**src/rtl/fir_inverse.sv**
```systemverilog
// All-pole inverse of the monic 4-tap FIR: x[n] = y[n] - c1*x[n-1] - c2*x[n-2] - c3*x[n-3] mod 2^DATA_W.
// Optional macro COEF_LOAD_EN adds runtime coefficient loading (coef_load/coef_data/coef_valid and a LOAD state).
module fir_inverse #(
    parameter int DATA_W = 8
) (
    input  logic              clk,
    input  logic              reset,
    input  logic [DATA_W-1:0] in_data,
    input  logic              in_valid,
    output logic              in_ready,
    output logic [DATA_W-1:0] out_data,
    output logic              out_valid,
    input  logic              out_ready,
    input  logic              hist_clr
`ifdef COEF_LOAD_EN
    ,
    input  logic              coef_load,
    input  logic [DATA_W-1:0] coef_data,
    input  logic              coef_valid
`endif
);

    logic [DATA_W-1:0] w_coef [3];
    logic [DATA_W-1:0] r_hist [3];
    logic [DATA_W-1:0] w_term [3];
    logic [DATA_W-1:0] w_sample;
    logic [DATA_W-1:0] r_out_data;
    logic              r_out_valid;
    logic              w_run;
    logic              w_load_done;
    logic              w_accept;
    logic              w_hist_zero;

`ifdef COEF_LOAD_EN
    typedef enum logic {
        ST_RUN  = 1'b0,
        ST_LOAD = 1'b1
    } state_t;

    state_t            r_state;
    state_t            w_state_next;
    logic [1:0]        r_beat;
    logic [1:0]        w_beat_next;
    logic              w_coef_wr;
    logic [DATA_W-1:0] r_coef [3];

    always_ff @(posedge clk) begin
        if (reset) begin
            r_state <= ST_RUN;
            r_beat  <= 2'd0;
        end else begin
            r_state <= w_state_next;
            r_beat  <= w_beat_next;
        end
    end

    always_comb begin
        w_state_next = r_state;
        w_beat_next  = r_beat;
        w_coef_wr    = 1'b0;
        w_load_done  = 1'b0;
        case (r_state)
            ST_RUN: begin
                if (coef_load) begin
                    w_state_next = ST_LOAD;
                    w_beat_next  = 2'd0;
                end
            end
            ST_LOAD: begin
                if (coef_load) begin
                    w_beat_next = 2'd0;
                end else if (coef_valid) begin
                    w_coef_wr = 1'b1;
                    if (r_beat == 2'd2) begin
                        w_state_next = ST_RUN;
                        w_beat_next  = 2'd0;
                        w_load_done  = 1'b1;
                    end else begin
                        w_beat_next = r_beat + 2'd1;
                    end
                end
            end
            default: begin
                w_state_next = ST_RUN;
                w_beat_next  = 2'd0;
            end
        endcase
    end

    // A load pulse blocks acceptance already in the cycle it arrives.
    assign w_run = (r_state == ST_RUN) && !coef_load;

    for (genvar gi = 0; gi < 3; gi++) begin : g_coef
        always_ff @(posedge clk) begin
            if (reset) begin
                r_coef[gi] <= DATA_W'(1);
            end else if (w_coef_wr && (r_beat == 2'(gi))) begin
                r_coef[gi] <= coef_data;
            end
        end
        assign w_coef[gi] = r_coef[gi];
    end
`else
    assign w_run       = 1'b1;
    assign w_load_done = 1'b0;
    for (genvar gi = 0; gi < 3; gi++) begin : g_coef
        assign w_coef[gi] = DATA_W'(1);
    end
`endif

    // A DATA_W-wide product is exactly the low half of the full product.
    for (genvar gi = 0; gi < 3; gi++) begin : g_term
        assign w_term[gi] = w_coef[gi] * r_hist[gi];
    end

    assign w_sample    = in_data - w_term[0] - w_term[1] - w_term[2];
    assign in_ready    = !reset && w_run && !hist_clr && (!r_out_valid || out_ready);
    assign w_accept    = in_valid && in_ready;
    assign w_hist_zero = hist_clr || w_load_done;

    always_ff @(posedge clk) begin
        if (reset) begin
            r_hist[0] <= '0;
            r_hist[1] <= '0;
            r_hist[2] <= '0;
        end else if (w_hist_zero) begin
            r_hist[0] <= '0;
            r_hist[1] <= '0;
            r_hist[2] <= '0;
        end else if (w_accept) begin
            r_hist[0] <= w_sample;
            r_hist[1] <= r_hist[0];
            r_hist[2] <= r_hist[1];
        end
    end

    always_ff @(posedge clk) begin
        if (reset) begin
            r_out_data  <= '0;
            r_out_valid <= 1'b0;
        end else if (w_accept) begin
            r_out_data  <= w_sample;
            r_out_valid <= 1'b1;
        end else if (out_ready) begin
            r_out_valid <= 1'b0;
        end
    end

    assign out_data  = r_out_data;
    assign out_valid = r_out_valid;

endmodule

```
**config.mk**
```make
export PLATFORM = sky130hd
export DESIGN_NAME = fir_inverse
export DESIGN_NICKNAME = d
export VERILOG_FILES = /design/src/rtl/fir_inverse.sv
export SDC_FILE = /design/constraint.sdc
export NUM_CORES = 1
export LEC_CHECK = 0
export ABC_AREA = 1
export ABC_CLOCK_PERIOD_IN_PS = 6170
export CAP_MARGIN = 40
export CORE_MARGIN = 2
export CORE_UTILIZATION = 24
export DETAILED_ROUTE_END_ITERATION = 16
export PLACE_DENSITY = 0.44
export SYNTH_ARGS = -nofsm -noshare
export SYNTH_HDL_FRONTEND = slang
export SYNTH_SLANG_ARGS = --single-unit
```
**constraint.sdc**
```tcl
create_clock -name clk -period 6.17 [get_ports clk]
set_clock_uncertainty 0.05 [all_clocks]
set_input_delay 1.234 -clock clk [delete_from_list [all_inputs] [get_ports clk]]
set_output_delay 1.234 -clock clk [all_outputs]
set_load 0.01 [all_outputs]
```
Yosys cells after proc, flatten, opt, wreduce, memory -nomap -nowiden
Memory sizes are Yosys's and may differ from the RTL's.
Cells that the tools add are included.
{"block": "totals", "mem_count": 1, "reg_bits": 9, "word_cells": 37, "in_bits": 13, "mem_bits_rw": 24, "output_inout_bits": 10}
{"block": "classes", "addsub": 3, "n_mux": 17, "n_reduce_logical": 8, "n_bitwise": 6}
{"name": "r_hist", "depth": 3, "width": 8, "read_ports": 3, "rd_clocked_by_memory_dff": 0, "wr": 3, "line_no": "24", "rtl": "logic [DATA_W-1:0] r_hist [3];"}
{"op": "8-bit 2-to-1 mux", "count": 6}
{"op": "8-bit subtractor", "count": 3}
{"op": "1-bit 2-to-1 mux", "count": 11}
{"op": "1-bit bitwise OR", "count": 6}
{"op": "1-bit logical AND", "count": 3}
{"op": "1-bit logical NOT", "count": 3}
{"op": "2-bit nonzero test", "count": 1}
{"op": "1-bit logical OR", "count": 1}

Longest topological paths before layout
Gate-level depths: netlist of run 1.
{"block": "logic_depth", "depth_word": 9, "depth_mapped": 15, "depth_no_buf": 15}

Worst setup path after synthesis of run 1
OpenSTA, ideal clock, no wires.
{"block": "synth_timing", "path_kind": "input-to-reg", "startpoint": "input port in_data[1]", "endpoint": "memory r_hist[0][4] (data pin)", "n_path_buf": 0, "t_required_ps": 5868, "stages": 10, "arrival_ps": 3003, "setup_ps": 252, "setup_slack_ps": 2864, "cell_sequence": "inv_1 fa_1 fa_1 fa_1 nor2_1 o21ai_0 nand2_1 nand2_1 nand3b_1 inv_1"}
{"element": "from (decl)", "line_no": "8", "rtl": "input logic [DATA_W-1:0] in_data,"}
{"element": "to (decl)", "line_no": "24"}

Worst setup path after layout of run 1
{"block": "layout_timing", "startpoint": "input port reset", "endpoint": "output port in_ready"}
{"block": "layout_via", "elab_chain_cells": 3}
{"element": "from (decl)", "line_no": "7", "rtl": "input logic reset,"}
{"element": "1-bit logical NOT", "line_no": "117", "rtl": "assign in_ready = !reset && w_run && !hist_clr && (!r_out_valid || out_ready);"}
{"element": "1-bit logical AND (2 in a row)", "line_no": "117"}
{"element": "to (decl)", "line_no": "10", "rtl": "output logic in_ready,"}
Every way passes these cells.

==> flow_summary.toml, run 1 <==
[clocking]
ctsHoldBuffers = 0
postCtsSetupBuffers = 0
clk_path_buf_depth = 2
cts_tree = "built"
root_buffer = "clkbuf_8"
cts_max_level = 2
numCtsBuffers = 5
clk_latency_ns = 0.28
clk_pin_slew_worst_paths_ns = 0.06
clock-sinks = 33
cts_resized = 0

[synthesis]
yosysTopAreaCellShare_pct = 35.6
synth_area_leader_cell = "edfxtp_1"
yosys_warnings = 0
syn-num-nets = 272
yosys_register_bits = 33
synth_area_leaders = "edfxtp_1 (36%), fa_1 (14%), inv_1 (14%)"
netlist_area_um2 = 2030
syn-mean-instance-area_um2 = 8.55
yosysUniqueCellTypes = 19
ys_seq_area_share_pct = 44.4
syn_inst = 237

[worst_setup_path]
required_ns = 4.89
setup.worst_path.class = "in -> out"
cpMostUsedCell = "clkdlybuf4s50_1"
cpMaxStageDelayCell = "clkdlybuf4s50_1"
worstPathCellList = "clkdlybuf4s50_1 -> nor3_2 -> clkdlybuf4s50_1"
slowest_delay_ns = 0.61
cp.arrival_ns = 2.67
cp_max_fo = 11
worstSetupEndpointType = "output port"
critPathLaunchType = "primary input"

[drt]
avgRoutedWirePerCell_um = 10.2
final_antenna_net_count = 0
routed_wl_mm = 3.78
drc = 0
vias_per_cell = 3.81
dr_total_vias = 1409
drtIter0Drc = 40
dr.pass1.iters = 4

[power_and_ir_drop]
ir_worst_vdd_mv = 0.148
power.leakage_uw = 0.00118
p_per_area_nw_per_um2 = 279
power_uw = 687

[status]
status = "complete, no violations"

[sta]
slew_viol_final = 0
tns_ns = 0
hold_viol_final = 0
worst_pin_slew_ns = 0.659
rsz0062_at_grt = "no"
slew_headroom_pct = 56.0
report.final.setup_viol = 0
period_minus_slack_ns = 3.96
setup_ws_ns = 2.21
holdWs_ns = 0.415
min_period_over_period_pct = 64.1
fmax_mhz = 253

[grt]
antenna_found_initial = 0
grt_use_met1_pct = 12.7
grt-ovfl-total = 0
grtUsageMet2_pct = 13.8
use_met3_pct = 3.37
grt_use_total_pct = 9.37
grt_busiest_layer = "met2"
grt_pass1_vias = 1420
grt_pass1_wl_mm = 6.48
grt_max_degree = 30

[finish]
multi_input_area_um2 = 822
final_common_cell = "inv_1"
num_antenna_cells = 0
regArea_um2 = 901
layout-drive-gt1-share_pct = 5.28
fillCellCount = 874
layout_common_cells = "inv_1 (73), nand2_1 (47), nor2_1 (28)"
syn_to_final_growth_pct = 21.4
layout.nets = 299

[floorplan]
core_um2 = 8220
start_util_pct = 24.7
die_h_um = 95.9
die_w_um = 95.9
die-area_um2 = 9200
io_pins = 23
num_rows = 33

[place]
port_buffers = 22
place_congestion = 0.766
post-dp-hpwl_mm = 2.82
place_ws_ns = 2.20

[hold_path]
min_path_type = "reg -> reg"

[run]
maxCapViolCount = 0
[flip-flops by register name (all words and copies together), names as in the netlist]
name,flops
out_data,8
out_valid,1
r_hist,24
[cell families after synthesis]
logic type | count (synthesis) | share of synthesized area [%]
adders and majority gates | 22 | 18.8
buffers and inverters | 78 | 15.0
and+or+nand+nor | 90 | 18.3
AOI/OAI and AO/OA | 14 | 3.46
DFF | 33 | 44.4
[where the power goes]
part	internal (uW)	switching [uW]
sequential	259	7.89
clock	88.4	78.9
combinational	104	149
total	451	235
[layer usage]
layer  wire (um)  vias up
met1        1970      631
met4          44        0
met2        1590       24
met3         168        4
met5           0        -
li1            -      750
[per-stage QoR]
step                      area (um2)  instances  util [%]
after floorplan                 2030        237         -
after global placement          2370        362      28.8
after detailed placement        2370        362      28.8
after CTS                       2460        370      29.9
after global routing            2460        370      29.9
final                           2460        370      29.9
[critical path, delay by kind of cell]
kind / cells / cell delay (ns)
buffers and inverters: 2 / 1.18
AND/OR/NAND/NOR: 1 / 0.27
[cell type report]
cell class                 instances  share of cell area [%]
tap                              105                    5.34
inverter                          74                    11.3
clock inverter                     2                   0.356
multi-input combinational        126                    33.4
timing repair buffer              24                    9.56
sequential                        33                    36.6
clock buffer                       6                    3.36
[path summary, 6_finish.rpt]
path / startpoint / endpoint / slack, ns / depth (start not counted)
max: reset / in_ready / 2.21 / 3
min: out_data[0] / out_data[0] / 0.41 / 2
max reg2reg: r_hist[0][2] / r_hist[0][7] / 3.26 / 12
min reg2reg: out_data[0] / out_data[0] / 0.41 / 2
[cell usage after synthesis]
master and number:
a21oi_1 13, buf_2 2, buf_6 1, clkbuf_1 1, clkinv_2 1, dfxtp_1 9
edfxtp_1 24, fa_1 14, ha_1 8, inv_1 73, nand2_1 47, nand3_1 8
nand3b_1 2, nand4_1 1, nor2_1 28, nor2_2 2, nor3_2 1, o21ai_0 1
or2_2 1
Power figures use the tool's default switching activity.
==> run 2, diff against run 1 <==
--- a/config.mk
+++ b/config.mk
@@ -6,12 +6,12 @@
 export NUM_CORES = 1
 export LEC_CHECK = 0
 export ABC_AREA = 1
-export ABC_CLOCK_PERIOD_IN_PS = 6170
+export ABC_CLOCK_PERIOD_IN_PS = 3500
 export CAP_MARGIN = 40
 export CORE_MARGIN = 2
 export CORE_UTILIZATION = 24
 export DETAILED_ROUTE_END_ITERATION = 16
-export PLACE_DENSITY = 0.44
+export PLACE_DENSITY = 0.45
 export SYNTH_ARGS = -nofsm -noshare
 export SYNTH_HDL_FRONTEND = slang
 export SYNTH_SLANG_ARGS = --single-unit
==> constraint.sdc (replaced) <==
create_clock -name clk -period 3.5 [get_ports clk]
set_clock_uncertainty 0.05 [all_clocks]
set_input_delay 0.7 -clock clk [delete_from_list [all_inputs] [get_ports clk]]
set_output_delay 0.7 -clock clk [all_outputs]
set_load 0.01 [all_outputs]
==> flow_summary.toml, run 2 (synthesis results as in run 1) <==
[worst_setup_path]
cpMaxStageDelayCell = "fa_1"
crit_path_start = "in_data[1]"
required_ns = 3.49
worstSetupEndpointType = "flop"
cp.arrival_ns = 3.03
r2r-start = "r_hist[0][2]"
crit_buf_inv = 3
worstReg2RegEnd = "r_hist[0][7]"
cp_num_cells = 11
r2r_cells = 12
cpLargestDelayFamily = "adder cells"
cp_max_fo = 2
slowest_delay_ns = 0.49
setup.worst_path.class = "in -> reg"
crit_path_end = "r_hist[0][4]"
cpMostUsedCell = "fa_1"
worstPathCellList = "clkdlybuf4s50_1 -> inv_1 -> fa_1 -> fa_1 -> fa_1 -> nor2_1 -> o21ai_0 -> nand2_1 -> nand2_1 -> nand3b_1 -> inv_1"
critPathLaunchType = "primary input"
ff2ff_setup_slack_ns = 0.60

[sta]
worst_pin_slew_ns = 0.339
period_minus_slack_ns = 3.04
setup_ws_ns = 0.459
tns_ns = 0
slew_headroom_pct = 77.4
rsz0062_at_grt = "no"
min_period_over_period_pct = 86.9
report.final.setup_viol = 0
fmax_mhz = 329
hold_viol_final = 0
slew_viol_final = 0

[grt]
grt_use_total_pct = 9.08
grt_pass1_vias = 1457
grt_pass1_wl_mm = 6.41
grt_max_degree = 25
antenna_found_initial = 0
grt-ovfl-total = 0

[place]
port_buffers = 22
numPlacedInstances = 364
post-dp-hpwl_mm = 2.69
place_congestion = 0.734
place_ws_ns = 0.129

[clocking]
postCtsSetupBuffers = 0
ctsHoldBuffers = 0
clock-sinks = 33
root_buffer = "clkbuf_8"
numCtsBuffers = 5
cts_tree = "built"
clk_latency_ns = 0.28
cts_resized = 0
clk_pin_slew_worst_paths_ns = 0.06
clk_path_buf_depth = 2
cts_max_level = 2

[drt]
dr.pass1.iters = 4
routed_wl_mm = 3.47
dr_total_vias = 1405
wl_met2_mm = 1.53
drtIter0Drc = 27
avgRoutedWirePerCell_um = 9.32
vias_per_cell = 3.78
wl_met3_um = 163
drc = 0
wl_met1_mm = 1.73
final_antenna_net_count = 0
dr.max_layer_used = "met4"

[floorplan]
core_um2 = 8220
die_h_um = 95.9
die-area_um2 = 9200
num_rows = 33
die_w_um = 95.9
start_util_pct = 24.7
io_pins = 23

[power_and_ir_drop]
power.leakage_uw = 0.00118
ir_worst_vdd_mv = 0.209
p_per_area_nw_per_um2 = 478

[finish]
num_antenna_cells = 0
largest_reg_flops = 24
multi_input_area_um2 = 822
fin_cells = 372
regArea_um2 = 901
fillCellCount = 878
final_common_cell = "inv_1"
layout-drive-gt1-share_pct = 5.24
layout.nets = 301
syn_to_final_growth_pct = 21.5
layout_common_cells = "inv_1 (73), nand2_1 (47), nor2_1 (28)"
top_register = "r_hist"

[run]
maxCapViolCount = 0

[hold_path]
hold_depth = 2
min_path_type = "reg -> reg"

[status]
status = "complete, no violations"
run 2: how the worst min path moves through the flow:
stage | from | end | slack, ns
2_1_floorplan | out_data[2] | out_data[2] | 0.44
3_3_place_gp | out_data[1] | out_data[1] | 0.40
3_5_place_dp | out_data[7] | out_data[7] | 0.41
4_1_cts | out_data[2] | out_data[2] | 0.42
5_1_grt | out_data[0] | out_data[0] | 0.43
6_report | out_data[2] | out_data[2] | 0.41
run 2: worst reg2reg max path: stages, from the launching register on:
cell and delay (ns):
edfxtp_1 0.32, inv_1 0.06, fa_1 0.54, inv_1 0.05, fa_1 0.49, inv_1 0.05
ha_1 0.35, a21oi_1 0.14, nand2_1 0.12, a21oi_1 0.21, nand3_1 0.10, nand3_1 0.13
inv_1 0.05
run 2: final cells by class:
class	instances	area share, %
flip-flops and latches	33	36.6
well taps	105	5.33
repair buffers	26	10.2
multi-input cells	126	33.4
clock inverters	1	0.152
clock buffers	7	3.10
inverters	74	11.3
run 2: where the power goes:
part | switching, uW | internal, uW | leakage (uW) | total (uW)
clock network | 131 | 138 | 0.0000399 | 269
logic | 254 | 185 | 0.000802 | 439
registers | 13.3 | 456 | 0.000342 | 469
total | 398 | 779 | 0.00118 | 1180
run 2: metal layers:
metal | track usage, % | up-vias
li1 | - | 755
met1 | 11.9 | 623
met2 | 14.2 | 21
met3 | 2.51 | 6
met4 | 3.57 | 0
met5 | 0 | -
run 2: stage by stage:
step | total power [uW] | instance area (um2) | hold WS [ns] | util [%]
3_3_place_gp | 928 | 2380 | 0.404 | 29.0
2_1_floorplan | 811 | 2030 | 0.437 | -
3_5_place_dp | 928 | 2380 | 0.409 | 29.0
5_1_grt | 1310 | 2460 | 0.434 | 30.0
4_1_cts | 1210 | 2460 | 0.420 | 30.0
6_report | 1180 | 2460 | 0.414 | 30.0
==> run 3, diff against run 2 <==
--- a/config.mk
+++ b/config.mk
@@ -5,9 +5,10 @@
 export SDC_FILE = /design/constraint.sdc
 export NUM_CORES = 1
 export LEC_CHECK = 0
-export ABC_AREA = 1
+export ABC_AREA = 0
 export ABC_CLOCK_PERIOD_IN_PS = 3500
 export CAP_MARGIN = 40
+export CORE_ASPECT_RATIO = 2
 export CORE_MARGIN = 2
 export CORE_UTILIZATION = 24
 export DETAILED_ROUTE_END_ITERATION = 16
==> flow_summary.toml, run 3 <==
[finish]
fillCellCount = 825
layout_common_cells = "inv_1 (46), edfxtp_1 (24), clkdlybuf4s50_1 (22)"
num_antenna_cells = 0
syn_to_final_growth_pct = 28.4
layout.nets = 246
top_register = "r_hist"
largest_reg_flops = 24
layout-drive-gt1-share_pct = 9.43
final_common_cell = "inv_1"
fin_cells = 308

[worst_setup_path]
r2r_cells = 11
crit_path_start = "in_data[1]"
worstSetupEndpointType = "flop"
required_ns = 3.47
cp.arrival_ns = 3.20
r2r-start = "r_hist[0][2]"
cp_max_fo = 2
setup.worst_path.class = "in -> reg"
critPathLaunchType = "primary input"
ff2ff_setup_slack_ns = 0.36
worstReg2RegEnd = "r_hist[0][5]"

[hold_path]
min_path_type = "reg -> reg"
hold_depth = 2
hp-start = "out_data[3]"
min_to = "out_data[3]"

[synthesis]
synth_edf_count = 24
yosys_register_bits = 33
synthArstFlopShare_pct = 0
synthSimpleGateAreaFrac_pct = 12.4
syn_inst = 179
syn-mean-instance-area_um2 = 10.8
synth_xor_xnor_area_share_pct = 2.73
ys.flop_type = "edfxtp_1"
yosysUniqueCellTypes = 32
muxShareOfSynthArea_pct = 0
synth.most_common_cell = "inv_1"
synthAdderAreaFrac_pct = 19.7
synth_compound_area_share_pct = 8.51
synth.top_cells.by_count = "inv_1 (46), edfxtp_1 (24), nor2_1 (18), fa_1 (14), dfxtp_1 (9)"
syn-num-nets = 214
netlist_area_um2 = 1930
ys_seq_area_share_pct = 46.8
yosys_warnings = 0
yosysTopAreaCellShare_pct = 37.4
synth_top_family_by_area = "adder cells"
synth_area_leaders = "edfxtp_1 (37%), fa_1 (15%), dfxtp_1 (9.4%)"
synth_area_leader_cell = "edfxtp_1"

[floorplan]
die_w_um = 67.4
io_pins = 23
core_um2 = 7890
num_rows = 46
start_util_pct = 24.4
die_h_um = 131
die-area_um2 = 8800

[sta]
min_period_over_period_pct = 92.1
slew_headroom_pct = 68.3
slew_viol_final = 0
hold_viol_final = 0
worst_pin_slew_ns = 0.476
fmax_mhz = 310
period_minus_slack_ns = 3.22
report.final.setup_viol = 0
rsz0062_at_grt = "no"

[place]
post-dp-hpwl_mm = 2.72
port_buffers = 22
place_congestion = 0.678
numPlacedInstances = 300

[grt]
grt_use_total_pct = 9.95
grt_max_degree = 25
antenna_found_initial = 0
grt_pass1_wl_mm = 6.44
grt_pass1_vias = 1420
grt-ovfl-total = 0

[drt]
dr.max_layer_used = "met4"
avgRoutedWirePerCell_um = 11.6
wl_met3_um = 84
wl_met2_mm = 2.00
final_antenna_net_count = 0
drtIter0Drc = 17
dr.pass1.iters = 4
wl_met1_mm = 1.38
vias_per_cell = 4.08
drc = 0
dr_total_vias = 1256
routed_wl_mm = 3.56

[status]
status = "complete, no violations"

[clocking]
root_buffer = "clkbuf_16"
clock-sinks = 33
cts_max_level = 2
cts_tree = "built"
clk_latency_ns = 0.28
clk_pin_slew_worst_paths_ns = 0.06
clk_path_buf_depth = 2
numCtsBuffers = 5

[power_and_ir_drop]
ir_worst_vdd_mv = 0.359
p_per_area_nw_per_um2 = 590
power.leakage_uw = 0.00107
power_uw = 1460

[run]
maxCapViolCount = 0
run 3: changes by cell type after synthesis, moves of 4 or more:
cell	before	now
nand2_1	47	4
inv_1	73	46
nor2_1	28	18
and2_1	0	7
xnor2_1	0	6
a21oi_1	13	8
nand3_1	8	4
run 3: kinds of logic (layout without fill, tap and decap cells):
logic type / after synthesis / after routing
simple gates: 46 / 46
compound gates: 22 / 22
flops: 33 / 33
xor+xnor: 6 / 6
buf+inv: 50 / 83
fa+ha+maj: 22 / 22
run 3: critical path: stages:
cell and delay [ns]:
clkdlybuf4s50_1 0.45, inv_1 0.06, fa_1 0.49, fa_1 0.42, fa_1 0.40, nor2b_1 0.16, o21a_1 0.16, o211ai_1 0.10
a21boi_1 0.19, nor3_1 0.07
run 3: repair_timing:
item | CTS | global route
buffers inserted | 0 | 0
hold buffers | 0 | 0
setup endpoints to repair | 0 | 1
resized for setup | 0 | 1
run 3: worst max-delay path by stage:
stage,end,cells after the start
2_1_floorplan,r_hist[0][6],9
3_3_place_gp,r_hist[0][6],10
3_5_place_dp,r_hist[0][6],10
4_1_cts,r_hist[0][6],10
5_1_grt,r_hist[0][6],10
6_report,r_hist[0][6],10
run 3: where the power goes:
part / internal, uW / total (uW) / switching (uW) / leakage [uW]
Clock: 336 / 503 / 167 / 0.0000800
Sequential: 459 / 474 / 15.1 / 0.000343
Combinational: 234 / 483 / 249 / 0.000651
run 3: metal layers:
layer / track usage (%) / vias to the layer above
met5: 0 / -
met4: 6.12 / 0
met3: 1.63 / 7
met2: 18.1 / 21
met1: 10.2 / 599
li1: - / 629
run 3: cell type report:
cell class              count  area, um2  area share (%)
multi-input cells          96        836            33.8
clock buffers               5        125            5.06
clock inverters             3       46.3            1.87
inverters                  46        173            6.98
repair buffers             29        273            11.0
well taps                  96        120            4.86
flip-flops and latches     33        901            36.4
run 3: per-stage QoR:
stage	cell area (um2)	hold slack (ns)	worst slack (ns)	util (%)	setup TNS, ns
2_1_floorplan	1930	0.431	0.467	-	0
3_3_place_gp	2300	0.403	-0.0666	29.2	-0.0666
3_5_place_dp	2300	0.403	-0.133	29.2	-0.177
4_1_cts	2470	0.412	0.174	31.4	0
5_1_grt	2470	0.445	0.0745	31.4	0
6_report	2470	0.412	0.276	31.4	0
